File: config.mk
export PLATFORM = sky130hd
export DESIGN_NAME = word_fifo
export DESIGN_NICKNAME = d
export VERILOG_FILES = /design/src/rtl/word_fifo.sv
export SDC_FILE = /design/constraint.sdc
export NUM_CORES = 1
export LEC_CHECK = 0
export BUFFER_PORTS_ARGS = -buffer_cell sky130_fd_sc_hd__buf_2
export CAP_MARGIN = 10
export CORE_ASPECT_RATIO = 0.75
export CORE_MARGIN = 3
export CORE_UTILIZATION = 30
export DETAILED_ROUTE_END_ITERATION = 8
export SETUP_SLACK_MARGIN = 0.5
export SYNTH_ARGS = -nofsm -noshare
export SYNTH_HDL_FRONTEND = slang
export SYNTH_SLANG_ARGS = --single-unit
export TNS_END_PERCENT = 30
File: constraint.sdc
create_clock -name clk -period 4.3 [get_ports clk]
set_input_delay 0.215 -clock clk [delete_from_list [all_inputs] [get_ports clk]]
set_output_delay 0.215 -clock clk [all_outputs]
set_load 0.03 [all_outputs]
File: src/rtl/word_fifo.sv
// First-word-fall-through word FIFO; a pushed word is visible on rd_data right after its write edge.
// Never stalls upstream. Pushes while full are dropped and latched into the sticky ovf flag.
module word_fifo #(
  parameter int DATA_W    = 32,
  parameter int DEPTH     = 8,
  parameter int AFULL_LVL = 6
) (
  input  logic                       clk,
  input  logic                       rst,
  input  logic [DATA_W-1:0]          wr_data,
  input  logic                       wr_valid,
  output logic                       wr_ready,
  output logic [DATA_W-1:0]          rd_data,
  output logic                       rd_valid,
  input  logic                       rd_ready,
  output logic [$clog2(DEPTH):0]     count,
  output logic                       afull,
  output logic                       ovf,
  input  logic                       ovf_clr
);

  localparam int AW = $clog2(DEPTH);
  localparam int CW = AW + 1;
  localparam logic [CW-1:0] FULL_CNT  = CW'(DEPTH);
  localparam logic [CW-1:0] AFULL_CNT = CW'(AFULL_LVL);

  logic [DATA_W-1:0] mem [DEPTH];
  logic [AW-1:0]     wr_ptr;
  logic [AW-1:0]     rd_ptr;
  logic [CW-1:0]     cnt;
  logic              push;
  logic              pop;
  logic              drop;

  // All flags come from the count register, so rd_ready never reaches wr_ready.
  assign wr_ready = (cnt != FULL_CNT);
  assign rd_valid = (cnt != '0);
  assign afull    = (cnt >= AFULL_CNT);
  assign count    = cnt;
  assign rd_data  = mem[rd_ptr];

  assign push = wr_valid && wr_ready;
  assign pop  = rd_valid && rd_ready;
  assign drop = wr_valid && !wr_ready;

  // Storage is deliberately left out of reset.
  always_ff @(posedge clk) begin
    if (push) begin
      mem[wr_ptr] <= wr_data;
    end
  end

  // DEPTH is a power of two, so the pointers wrap naturally.
  always_ff @(posedge clk or posedge rst) begin
    if (rst) begin
      wr_ptr <= '0;
      rd_ptr <= '0;
      cnt    <= '0;
    end else begin
      if (push) begin
        wr_ptr <= wr_ptr + 1'b1;
      end
      if (pop) begin
        rd_ptr <= rd_ptr + 1'b1;
      end
      if (push && !pop) begin
        cnt <= cnt + 1'b1;
      end else if (pop && !push) begin
        cnt <= cnt - 1'b1;
      end
    end
  end

  // A drop in the same cycle as a clear still leaves ovf set.
  always_ff @(posedge clk or posedge rst) begin
    if (rst) begin
      ovf <= 1'b0;
    end else if (drop) begin
      ovf <= 1'b1;
    end else if (ovf_clr) begin
      ovf <= 1'b0;
    end
  end

endmodule

==> results by group, run 1 <==
Synthesis
  – Most area-consuming cells after synthesis: edfxtp_1 (74%), mux4_2 (8.4%), mux4_1 (6.3%)
  – Post-Syn Area: 10,400 um2
  – Share of synthesized area occupied by flip-flops and latches: 0.766
  – Register bit count reported by yosys: between 200 and 300
  – Count leader, synth: edfxtp_1
  – Count of synthesis-stage warnings from yosys: 0
  – Library cell occupying the most area in the post-synthesis netlist: edfxtp_1
  – Proportion of netlist area held by the largest area contributor: 0.739
  – Total nets after synthesis: 481
  – Commonest register cell after synthesis: edfxtp_1
  – Number of distinct library cell variants in the gate-level netlist after synthesis: 32
  – Share of flip-flops with an asynchronous set or reset after synthesis: 0.0412
  – Count of flip-flops with a built-in enable after synthesis: between 200 and 300
  – Number of instances in the synthesized netlist: 438
  – Post-synthesis area per instance: roughly 24 um2
  – Top cells by count, synth: edfxtp_1 (256), mux4_2 (39), mux2_2 (34)

Timing
  – Final slew viol count: 0
  – Final Hold Violating Endpoints: 0
  – Final setup violating endpoints: 0
  – Post-layout minimum cycle time: 3.15 ns
  – Post-route fraction of the period consumed by the critical path: 0.732
  – Maximum achievable frequency: 0.318 GHz
  – Final setup TNS: 0 ns
  – Fin Clk Skew: 0.0178 ns
  – Slew @ Worst Pin: approximately 1.1 ns
  – Unrepaired setup endpoints after global routing: false
  – Slew margin rel.: 0.295

CTS
  – Clock latency on the worst-skew pair: 0.52 ns
  – # hold bufs at CTS: 37
  – H-tree lvl count: 1
  – Post-CTS setup-driven buffer insertion count: 0
  – TritonCTS clock tree: done
  – Sinks on the clock net: around 270
  – Clock tree root driver cell: clkbuf_16
  – Clk pin slew, worst setup/hold paths: 0.06 ns
  – Bufs on Longest Clock Path: 3
  – Number of clock buffers inserted by TritonCTS: 27
  – Post-CTS resize count: 0

Layout
  – Diode count: 0
  – Number of fill cells: 3,094
  – Fraction of layout cells with a size suffix above 1: 0.350
  – Sequential cell area: 7970 um2
  – Area of the multi-input gates: between 2000 and 2500 um2
  – Area growth, synth to finish: 21.3%
  – Number of nets in the final layout: 612

Critical path
  – Crit path from: rd_ptr[0]$_DFFE_PP0P_
  – CP Cell Sequence: buf_12, mux4_1, mux2_2, buf_2
  – Startpoint types: flip-flop
  – CP bufs+invs: 2
  – Cell with the biggest individual delay on the critical path: dfrtp_4
  – Critical path data required time: 4.09 ns
  – Critical Path End Type: output port
  – Largest driver fanout on the critical path: 44
  – Startpoint of the lowest-slack register-to-register path: count[0]$_DFFE_PP0P_
  – Kind of critical path: flip-flop to output port
  – Critical path arrival: 2.93 ns
  – CP top delay family: flip-flops
  – Largest incremental delay on the critical path: 0.98 ns

Route
  – Detailed-route wire length per cell: 20.9 um
  – Total iterations of the first detailed-routing run: 4
  – Initial drt markers: 366
  – Via-per-instance ratio: 4.61
  – Vias after detailed routing: approximately 4,800
  – Final Routed Wirelength: 21,700 um
  – Number of nets still failing antenna checks after routing: 0
  – Residual DRC: 0

Floorplan
  – Total I/O pin count: 77
  – Area of the die: 37,000 um2
  – Die extent in x: 221 um
  – Core outline area: between 30,000 and 40,000 um2
  – Initial core utilization: 0.308
  – Std-Cell Rows: just under 60
  – Height of the die: around 170 um

Pwr
  – IR drop worst, VDD: between 0.3 and 0.4 mV
  – Cell leakage power: roughly 4.2 nW
  – Power consumption: around 9 mW
  – Power density normalized to cell area: 695 nW/um2

Global route
  – Overflow after GRT: 0
  – Antenna violations before repair: 0
  – Total track usage: 0.116
  – Vias in the first global route: 5,228
  – Global-route wire length before repair: around 33,000 um
  – Pin count of the biggest net entering global routing: 67

Worst hold path
  – Hold Path Class: input pin to async pin

Place
  – Number of port buffers: 76
  – Gpl congestion: just over 0.7
  – Estimated wirelength of the detail-placed design: ~13,000 um

Status
  – Run status: finished clean

Run
  – Count of maximum capacitance violations: 0
[state kept, by name, summed over array words and instances (netlist names)]
name	flops
count	4
ovf	1
rd_ptr	3
wr_ptr	3
mem	256
[worst paths after layout]
kind,to,cells after the start,slack (ns)
max reg2reg,count[3]$_DFFE_PP0P_,9,1.40
max in group asynchronous,rd_ptr[1]$_DFFE_PP0P_,3,3.72
min,ovf$_DFFE_PP0P_,3,0.24
min in group clk,mem[2][1]$_DFFE_PP_,2,0.51
max,rd_data[0],4,1.15
min reg2reg,wr_ptr[0]$_DFFE_PP0P_,1,0.52
[power breakdown]
part           total [mW]  leakage, nW  switching, mW  internal, mW
combinational        2.74         1.32           1.51          1.23
sequential           3.76         2.45          0.469          3.29
clock                2.27        0.417          0.933          1.33
[area by class of cell]
cell class / instances / share of cell area
flip-flops and latches: 267 / 0.632
multi-input cells: 146 / 0.185
repair buffers: 122 / 0.0688
clock buffers: 31 / 0.0548
well taps: 450 / 0.0446
clock inverters: 17 / 0.0134
inverters: 5 / 0.00149
[logic make-up after synthesis]
family,count (synthesis),synth area share
AOI/OAI and AO/OA,7,0.00469
buffers and inverters,25,0.0161
adders and majority gates,6,0.00794
and+or+nand+nor,27,0.0141
xor gates and xnor gates,6,0.00505
DFF,267,0.766
muxes,100,0.186
[worst min-delay path: cells and delay by family]
family                 cells  cell delay [ns]
buffers and inverters      3             0.98
[routing by layer]
metal	global-route usage	part of all wire	up-vias
met5	0	0	-
met2	0.195	0.48	113
met3	0.0191	0.042	35
met4	0.0316	0.024	0
li1	-	-	2130
met1	0.157	0.45	2511
[cell usage in the layout (no fill, tap or decap), types with 3 or more instances in the layout]
cell / n
edfxtp_1: 256
buf_2: 76
mux4_2: 39
dlygate4sd3_1: 37
mux2_2: 34
clkbuf_16: 27
mux4_1: 25
dfrtp_1: 8
clkinv_1: 7
xnor2_1: 6
nor2_4: 6
inv_1: 5
ha_1: 5
buf_4: 5
nand2_1: 4
nand3_1: 4
clkbuf_1: 4
buf_12: 4
nand3b_1: 3
or3_1: 3
bufinv_16: 3
inv_6: 3
[stage by stage]
| step | worst slack [ns] | cells | cell area (um2) | util | hold slack [ns] |
|---|---|---|---|---|---|
| 2_1_floorplan | 0.246 | 438 | 10400 | - | 0.0674 |
| 3_3_place_gp | 1.58 | 950 | 11300 | 0.335 | 0.228 |
| 3_5_place_dp | 1.42 | 953 | 11400 | 0.337 | 0.238 |
| 4_1_cts | 1.09 | 1038 | 12600 | 0.373 | 0.236 |
| 5_1_grt | 0.999 | 1038 | 12600 | 0.373 | 0.263 |
| 6_report | 1.15 | 1038 | 12600 | 0.373 | 0.237 |
(Power assumes the default switching activity.)
==> run 2: changes to the inputs <==
--- a/config.mk
+++ b/config.mk
@@ -5,6 +5,7 @@
 export SDC_FILE = /design/constraint.sdc
 export NUM_CORES = 1
 export LEC_CHECK = 0
+export ABC_AREA = 1
 export BUFFER_PORTS_ARGS = -buffer_cell sky130_fd_sc_hd__buf_2
 export CAP_MARGIN = 10
 export CORE_ASPECT_RATIO = 0.75
==> constraint.sdc (replaced) <==
create_clock -name clk -period 2.68 [get_ports clk]
set_input_delay 0.134 -clock clk [delete_from_list [all_inputs] [get_ports clk]]
set_output_delay 0.134 -clock clk [all_outputs]
set_load 0.03 [all_outputs]
==> results by group, run 2 <==
Pwr
  – IR drop worst, VDD: between 0.7 and 0.8 mV
  – Power consumption: 17.3 mW
  – Power density normalized to cell area: 1170 nW/um2
  – Cell leakage power: 6.31 nW

Timing
  – Fin Clk Skew: 0.00873 ns
  – Slew @ Worst Pin: 0.467 ns
  – Post-layout minimum cycle time: 2.15 ns
  – Final setup TNS: 0 ns
  – Unrepaired setup endpoints after global routing: true
  – Slack of the critical path: approximately 0.53 ns
  – Slew margin rel.: 0.689
  – Final slew viol count: 0
  – Post-route fraction of the period consumed by the critical path: 0.802
  – Final Hold Violating Endpoints: 0
  – Maximum achievable frequency: 0.466 GHz
  – Final setup violating endpoints: 0

CTS
  – Clk pin slew, worst setup/hold paths: 0.06 ns
  – Sinks on the clock net: 267
  – Clock latency on the worst-skew pair: 0.54 ns
  – H-tree lvl count: 1
  – Number of clock buffers inserted by TritonCTS: 27
  – TritonCTS clock tree: done
  – Bufs on Longest Clock Path: 3
  – Clock tree root driver cell: clkbuf_16

Route
  – Total iterations of the first detailed-routing run: 5
  – Vias after detailed routing: 7,839
  – Final Routed Wirelength: ~29,000 um
  – Via-per-instance ratio: 4.23
  – Detailed-route wire length per cell: approximately 15 um
  – Number of nets still failing antenna checks after routing: 0
  – Residual DRC: 0
  – Initial drt markers: a little under 600

Critical path
  – Largest driver fanout on the critical path: 10
  – R2r endpoint: count[3]$_DFFE_PP0P_
  – CP top delay family: flip-flops
  – Number of cells on the critical path: 9
  – Startpoint of the lowest-slack register-to-register path: count[0]$_DFFE_PP0P_
  – Critical Path End Type: output port
  – CP Cell Sequence: buf_12, clkbuf_16, nor2_1, nor2_1, nand2_1, nand2_1, nand2_1, nand2_1, buf_4
  – Critical path arrival: 2.01 ns
  – Largest incremental delay on the critical path: between 0.5 and 0.6 ns
  – Cell with the biggest individual delay on the critical path: dfrtp_4
  – End point of the critical path: rd_data[28]
  – Crit path from: rd_ptr[0]$_DFFE_PP0P_
  – Kind of critical path: flip-flop to output port
  – Register-to-register setup slack: 0.62 ns
  – Worst reg-to-reg path cell count: 12
  – Startpoint types: flip-flop
  – CP bufs+invs: 3
  – Critical path data required time: 2.55 ns
  – Dominant cell type by count on the critical path: nand2_1

Synthesis
  – Commonest register cell after synthesis: edfxtp_1
  – Share of flip-flops with an asynchronous set or reset after synthesis: 0.0412
  – Post-Syn Area: approximately 12,000 um2
  – Count of synthesis-stage warnings from yosys: 0
  – Library cell occupying the most area in the post-synthesis netlist: edfxtp_1
  – Most area-consuming cells after synthesis: edfxtp_1 (66%), nand2_1 (14%), nor2_1 (8.3%)
  – Number of instances in the synthesized netlist: 1,190
  – Count of flip-flops with a built-in enable after synthesis: 256
  – Top cells by count, synth: nand2_1 (440), nor2_1 (258), edfxtp_1 (256)
  – Post-synthesis area per instance: between 9 and 10 um2
  – Register bit count reported by yosys: around 270
  – Number of distinct library cell variants in the gate-level netlist after synthesis: 21
  – Count leader, synth: nand2_1
  – Total nets after synthesis: between 1,000 and 1,500
  – Proportion of netlist area held by the largest area contributor: 0.658
  – Share of synthesized area occupied by flip-flops and latches: 0.681

Floorplan
  – Area of the die: about 41,000 um2
  – Die extent in x: 234 um
  – Total I/O pin count: 77
  – Core outline area: 37,700 um2
  – Height of the die: 177 um
  – Initial core utilization: 0.310
  – Std-Cell Rows: around 60

Global route
  – Global-route wire length before repair: 41,800 um
  – GRT busiest layer: met2
  – Pin count of the biggest net entering global routing: 44
  – Total track usage: 0.130
  – Vias in the first global route: 7,321
  – Overflow after GRT: 0
  – Global Route met1 Usage: 0.189
  – M3 GR Usage: 0.0236
  – Global-route met2 utilization: 0.206
  – Antenna violations before repair: 1

Place
  – Number of port buffers: 76
  – Gpl congestion: 0.745
  – DP Cell Count: roughly 1,700
  – Worst slack at placement: slightly below 0.6 ns
  – Estimated wirelength of the detail-placed design: 14,900 um

Status
  – Run status: finished clean

Layout
  – Largest Register: mem
  – Diode count: 0
  – Number of nets in the final layout: 1,374
  – Fraction of layout cells with a size suffix above 1: 0.171
  – Post-Layout Cell Count: 1,855
  – End-of-flow core utilization: 0.391
  – Area growth, synth to finish: 26.0%
  – Flip-flop count of the largest register after layout: 256
  – Commonest cells after routing, fill and taps aside: nand2_1 (421), edfxtp_1 (256), nor2_1 (229), inv_1 (139), buf_2 (49)
  – Most common library cell in the layout ignoring fill and taps: nand2_1
  – Number of fill cells: approximately 3,600

Worst hold path
  – Hold Path Class: input pin to async pin

Run
  – Count of maximum capacitance violations: 0
[run 2: changes by cell type after synthesis, sizes merged, moves of 4 or more]
cell and change:
buf +32, inv +138, mux2 -35, mux4 -64, nand2 +436, nor2 +252, nor3 +6, o21ai +4
[run 2: area by class of cell]
class / count / area (um2) / area share
flip-flops and latches: 267 / 7980 / 0.542
clock inverters: 17 / 180 / 0.0122
inverters: 143 / 537 / 0.0365
repair buffers: 162 / 1590 / 0.108
multi-input cells: 730 / 3120 / 0.212
well taps: 504 / 631 / 0.0428
clock buffers: 32 / 694 / 0.0472
[run 2: power breakdown]
| group | switching (mW) | internal (mW) | total [mW] |
|---|---|---|---|
| Clock | 1.57 | 2.23 | 3.80 |
| Combinational | 5.01 | 2.89 | 7.90 |
| Sequential | 0.313 | 5.25 | 5.57 |
[run 2: logic make-up after synthesis]
logic type / Yosys count / synth area share
simple gates: 712 / 0.230
xor+xnor: 6 / 0.00450
fa+ha+maj: 6 / 0.00707
flops: 267 / 0.681
compound gates: 6 / 0.00268
buf+inv: 193 / 0.0740
[run 2: stage by stage]
step | instance area [um2] | hold WS (ns)
detailed placement | 12700 | 0.179
global placement | 12700 | 0.177
finish | 14700 | 0.149
global route | 14700 | 0.209
CTS | 14200 | 0.148
floorplan | 11800 | -0.0138
[run 2: worst min-delay path by stage]
stage	end	startpoint	slack, ns	cells after the start
final	ovf$_DFFE_PP0P_	rst	0.15	3
after global routing	wr_ptr[1]$_DFFE_PP0P_	rst	0.21	3
after CTS	wr_ptr[0]$_DFFE_PP0P_	rst	0.15	3
after detailed placement	ovf$_DFFE_PP0P_	rst	0.18	2
after global placement	ovf$_DFFE_PP0P_	rst	0.18	2
after floorplan	count[3]$_DFFE_PP0P_	rst	-0.01	1
[run 2: what timing repair did]
item,in CTS,in global routing
cloned,3,14
setup buffers,5,0
hold buffers,37,0
pin swaps,1,9
resized for setup,25,102
endpoints found under the hold margin,272,0
endpoints found under the setup margin,32,33
[run 2: worst register-to-register path, cell delays in order (launching register included)]
cell     delay (ns)
dfrtp_2        0.46
nor2_4         0.19
nand3_4        0.11
nand2_4        0.08
inv_1          0.05
ha_1           0.22
inv_2          0.09
ha_1           0.25
or2_2          0.29
nand2_1        0.07
nand2_1        0.04
nand3_1        0.06
nand2_1        0.05
[run 2: layer usage]
metal,share of wire,up-vias
met4,0.016,2
met3,0.048,35
met5,0.00045,-
li1,-,4001
met1,0.48,3641
met2,0.46,160
==> run 3: changes to the inputs <==
--- a/config.mk
+++ b/config.mk
@@ -5,7 +5,7 @@
 export SDC_FILE = /design/constraint.sdc
 export NUM_CORES = 1
 export LEC_CHECK = 0
-export ABC_AREA = 1
+export ABC_AREA = 0
 export BUFFER_PORTS_ARGS = -buffer_cell sky130_fd_sc_hd__buf_2
 export CAP_MARGIN = 10
 export CORE_ASPECT_RATIO = 0.75
==> constraint.sdc (replaced) <==
create_clock -name clk -period 2.18 [get_ports clk]
set_input_delay 0.109 -clock clk [delete_from_list [all_inputs] [get_ports clk]]
set_output_delay 0.109 -clock clk [all_outputs]
set_load 0.03 [all_outputs]
==> results by group, run 3 (synthesis results as in run 1) <==
Status
  – Run status: finished, violations left
  – Failing checks: negative setup slack

Route
  – Via-per-instance ratio: 4.69
  – Number of nets still failing antenna checks after routing: 0
  – Initial drt markers: 423
  – Detailed-route wire length per cell: 22.6 um
  – Total iterations of the first detailed-routing run: 5
  – Final Routed Wirelength: 25,200 um
  – Residual DRC: 0
  – Vias after detailed routing: between 5,000 and 6,000

Place
  – Worst slack at placement: -0.259 ns
  – Number of port buffers: 76
  – Gpl congestion: 0.730
  – Estimated wirelength of the detail-placed design: 13,300 um

Timing
  – Post-layout minimum cycle time: 2.44 ns
  – Final Hold Violating Endpoints: 0
  – Final setup violating endpoints: 34
  – Post-route fraction of the period consumed by the critical path: 1.12
  – Final slew viol count: 0
  – Unrepaired setup endpoints after global routing: true
  – Slack of the critical path: -0.262 ns
  – Slew @ Worst Pin: 0.543 ns
  – Slew margin rel.: 0.638
  – Fin Clk Skew: 0.0270 ns
  – Worst hold slack after final layout: 0.112 ns
  – Maximum achievable frequency: 0.409 GHz

Pwr
  – Part of the total power dissipated in combinational logic: 0.446
  – Power density normalized to cell area: around 1400 nW/um2
  – IR drop worst, VDD: 1.02 mV
  – Cell leakage power: 4.92 nW
  – Internal power contribution: 14.1 mW
  – Sequential power share: 0.332
  – Psw: 6.57 mW
  – Switching portion of total power: 0.318
  – Power consumption: about 21 mW
  – Clock Power Share: 0.223

Critical path
  – Largest driver fanout on the critical path: 8
  – Critical path arrival: 2.33 ns
  – Kind of critical path: flip-flop to output port
  – Critical path data required time: a little over 2 ns
  – Startpoint types: flip-flop
  – Worst reg-to-reg path cell count: 9
  – Critical Path End Type: output port

Floorplan
  – Height of the die: 167 um
  – Initial core utilization: 0.308
  – Std-Cell Rows: between 50 and 60
  – Total I/O pin count: 77
  – Core outline area: approximately 34,000 um2
  – Area of the die: 37,000 um2
  – Die extent in x: 221 um

CTS
  – Sinks on the clock net: 267
  – Bufs on Longest Clock Path: 3
  – TritonCTS clock tree: done
  – Clock latency on the worst-skew pair: 0.55 ns
  – Clock tree root driver cell: clkbuf_16
  – Clk pin slew, worst setup/hold paths: 0.06 ns
  – Number of clock buffers inserted by TritonCTS: 27
  – H-tree lvl count: 1

Layout
  – Largest Register: mem
  – Most common library cell in the layout ignoring fill and taps: edfxtp_1
  – Fraction of layout cells with a size suffix above 1: 0.489
  – Flip-flop count of the largest register after layout: 256
  – Number of nets in the final layout: 685
  – Area growth, synth to finish: 37.1%
  – Commonest cells after routing, fill and taps aside: edfxtp_1 (256), mux4_2 (62), buf_6 (52), clkbuf_16 (42), buf_2 (42)

Global route
  – Overflow after GRT: 0
  – Total track usage: 0.128
  – Antenna violations before repair: 1
  – Pin count of the biggest net entering global routing: 25
  – Global-route wire length before repair: 35,600 um
  – Vias in the first global route: 5,467

Run
  – Count of maximum capacitance violations: 0

Worst hold path
  – Hold Path Class: input pin to async pin
## run 3: metal layers
layer / vias up / wire (um) / share of wire / GRT usage
li1: 2280 / - / - / -
met1: 2768 / 11300 / 0.45 / 0.174
met2: 147 / 12100 / 0.48 / 0.210
met3: 28 / 1260 / 0.050 / 0.0300
met4: 0 / 460 / 0.018 / 0.0280
met5: - / 0 / 0 / 0
## run 3: path summary, 6_finish.rpt
check	startpoint	to	slack, ns
worst max-delay path	rd_ptr[0]$_DFFE_PP0P_	rd_data[24]	-0.26
min in group clk	ovf_clr	ovf$_DFFE_PP0P_	0.29
worst min-delay path	rst	ovf$_DFFE_PP0P_	0.11
worst max register to register	count[2]$_DFFE_PP0P_	count[3]$_DFFE_PP0P_	-0.19
worst min register to register	ovf$_DFFE_PP0P_	ovf$_DFFE_PP0P_	0.53
max in group asynchronous	rst	rd_ptr[0]$_DFFE_PP0P_	1.73
## run 3: power groups by stage
stage	clock network, mW	registers (mW)	logic, mW
finish	4.59	6.84	9.19
detailed placement	0	7.02	6.64
global route	4.93	6.90	9.69
CTS	4.71	6.82	7.75
floorplan	0	6.89	4.48
global placement	0	6.95	6.50
## run 3: layout make-up
| cell class | instances | area (um2) |
|---|---|---|
| fill | 2932 | 19600 |
| sequential | 267 | 7980 |
| antenna | 2 | 5.00 |
| multi-input combinational | 146 | 2470 |
| clock inverter | 18 | 194 |
| timing repair buffer | 195 | 2340 |
| tap | 450 | 563 |
| clock buffer | 30 | 687 |
| inverter | 5 | 21.3 |
## run 3: worst max-delay path, stage by stage, from the launching register on
cell,delay [ns]
dfrtp_4,0.47
buf_12,0.17
clkbuf_16,0.18
mux4_2,0.51
mux2_2,0.30
buf_6,0.14
## run 3: through the flow
| stage | instances | utilization | area [um2] | setup TNS, ns |
|---|---|---|---|---|
| 2_1_floorplan | 438 | - | 10500 | -47.02 |
| 3_3_place_gp | 988 | 0.350 | 11800 | -0.142 |
| 3_5_place_dp | 988 | 0.350 | 11800 | -0.337 |
| 4_1_cts | 1084 | 0.399 | 13500 | -7.94 |
| 5_1_grt | 1112 | 0.422 | 14300 | -9.51 |
| 6_report | 1113 | 0.422 | 14300 | -7.18 |
## run 3: timing repair
item	4_1_cts	5_1_grt
resized for setup	92	111
hold buffers	36	0
setup endpoints to repair	295	296
buffers inserted	6	12
cloned	6	15
hold endpoints to repair	271	0
pin swaps	13	14
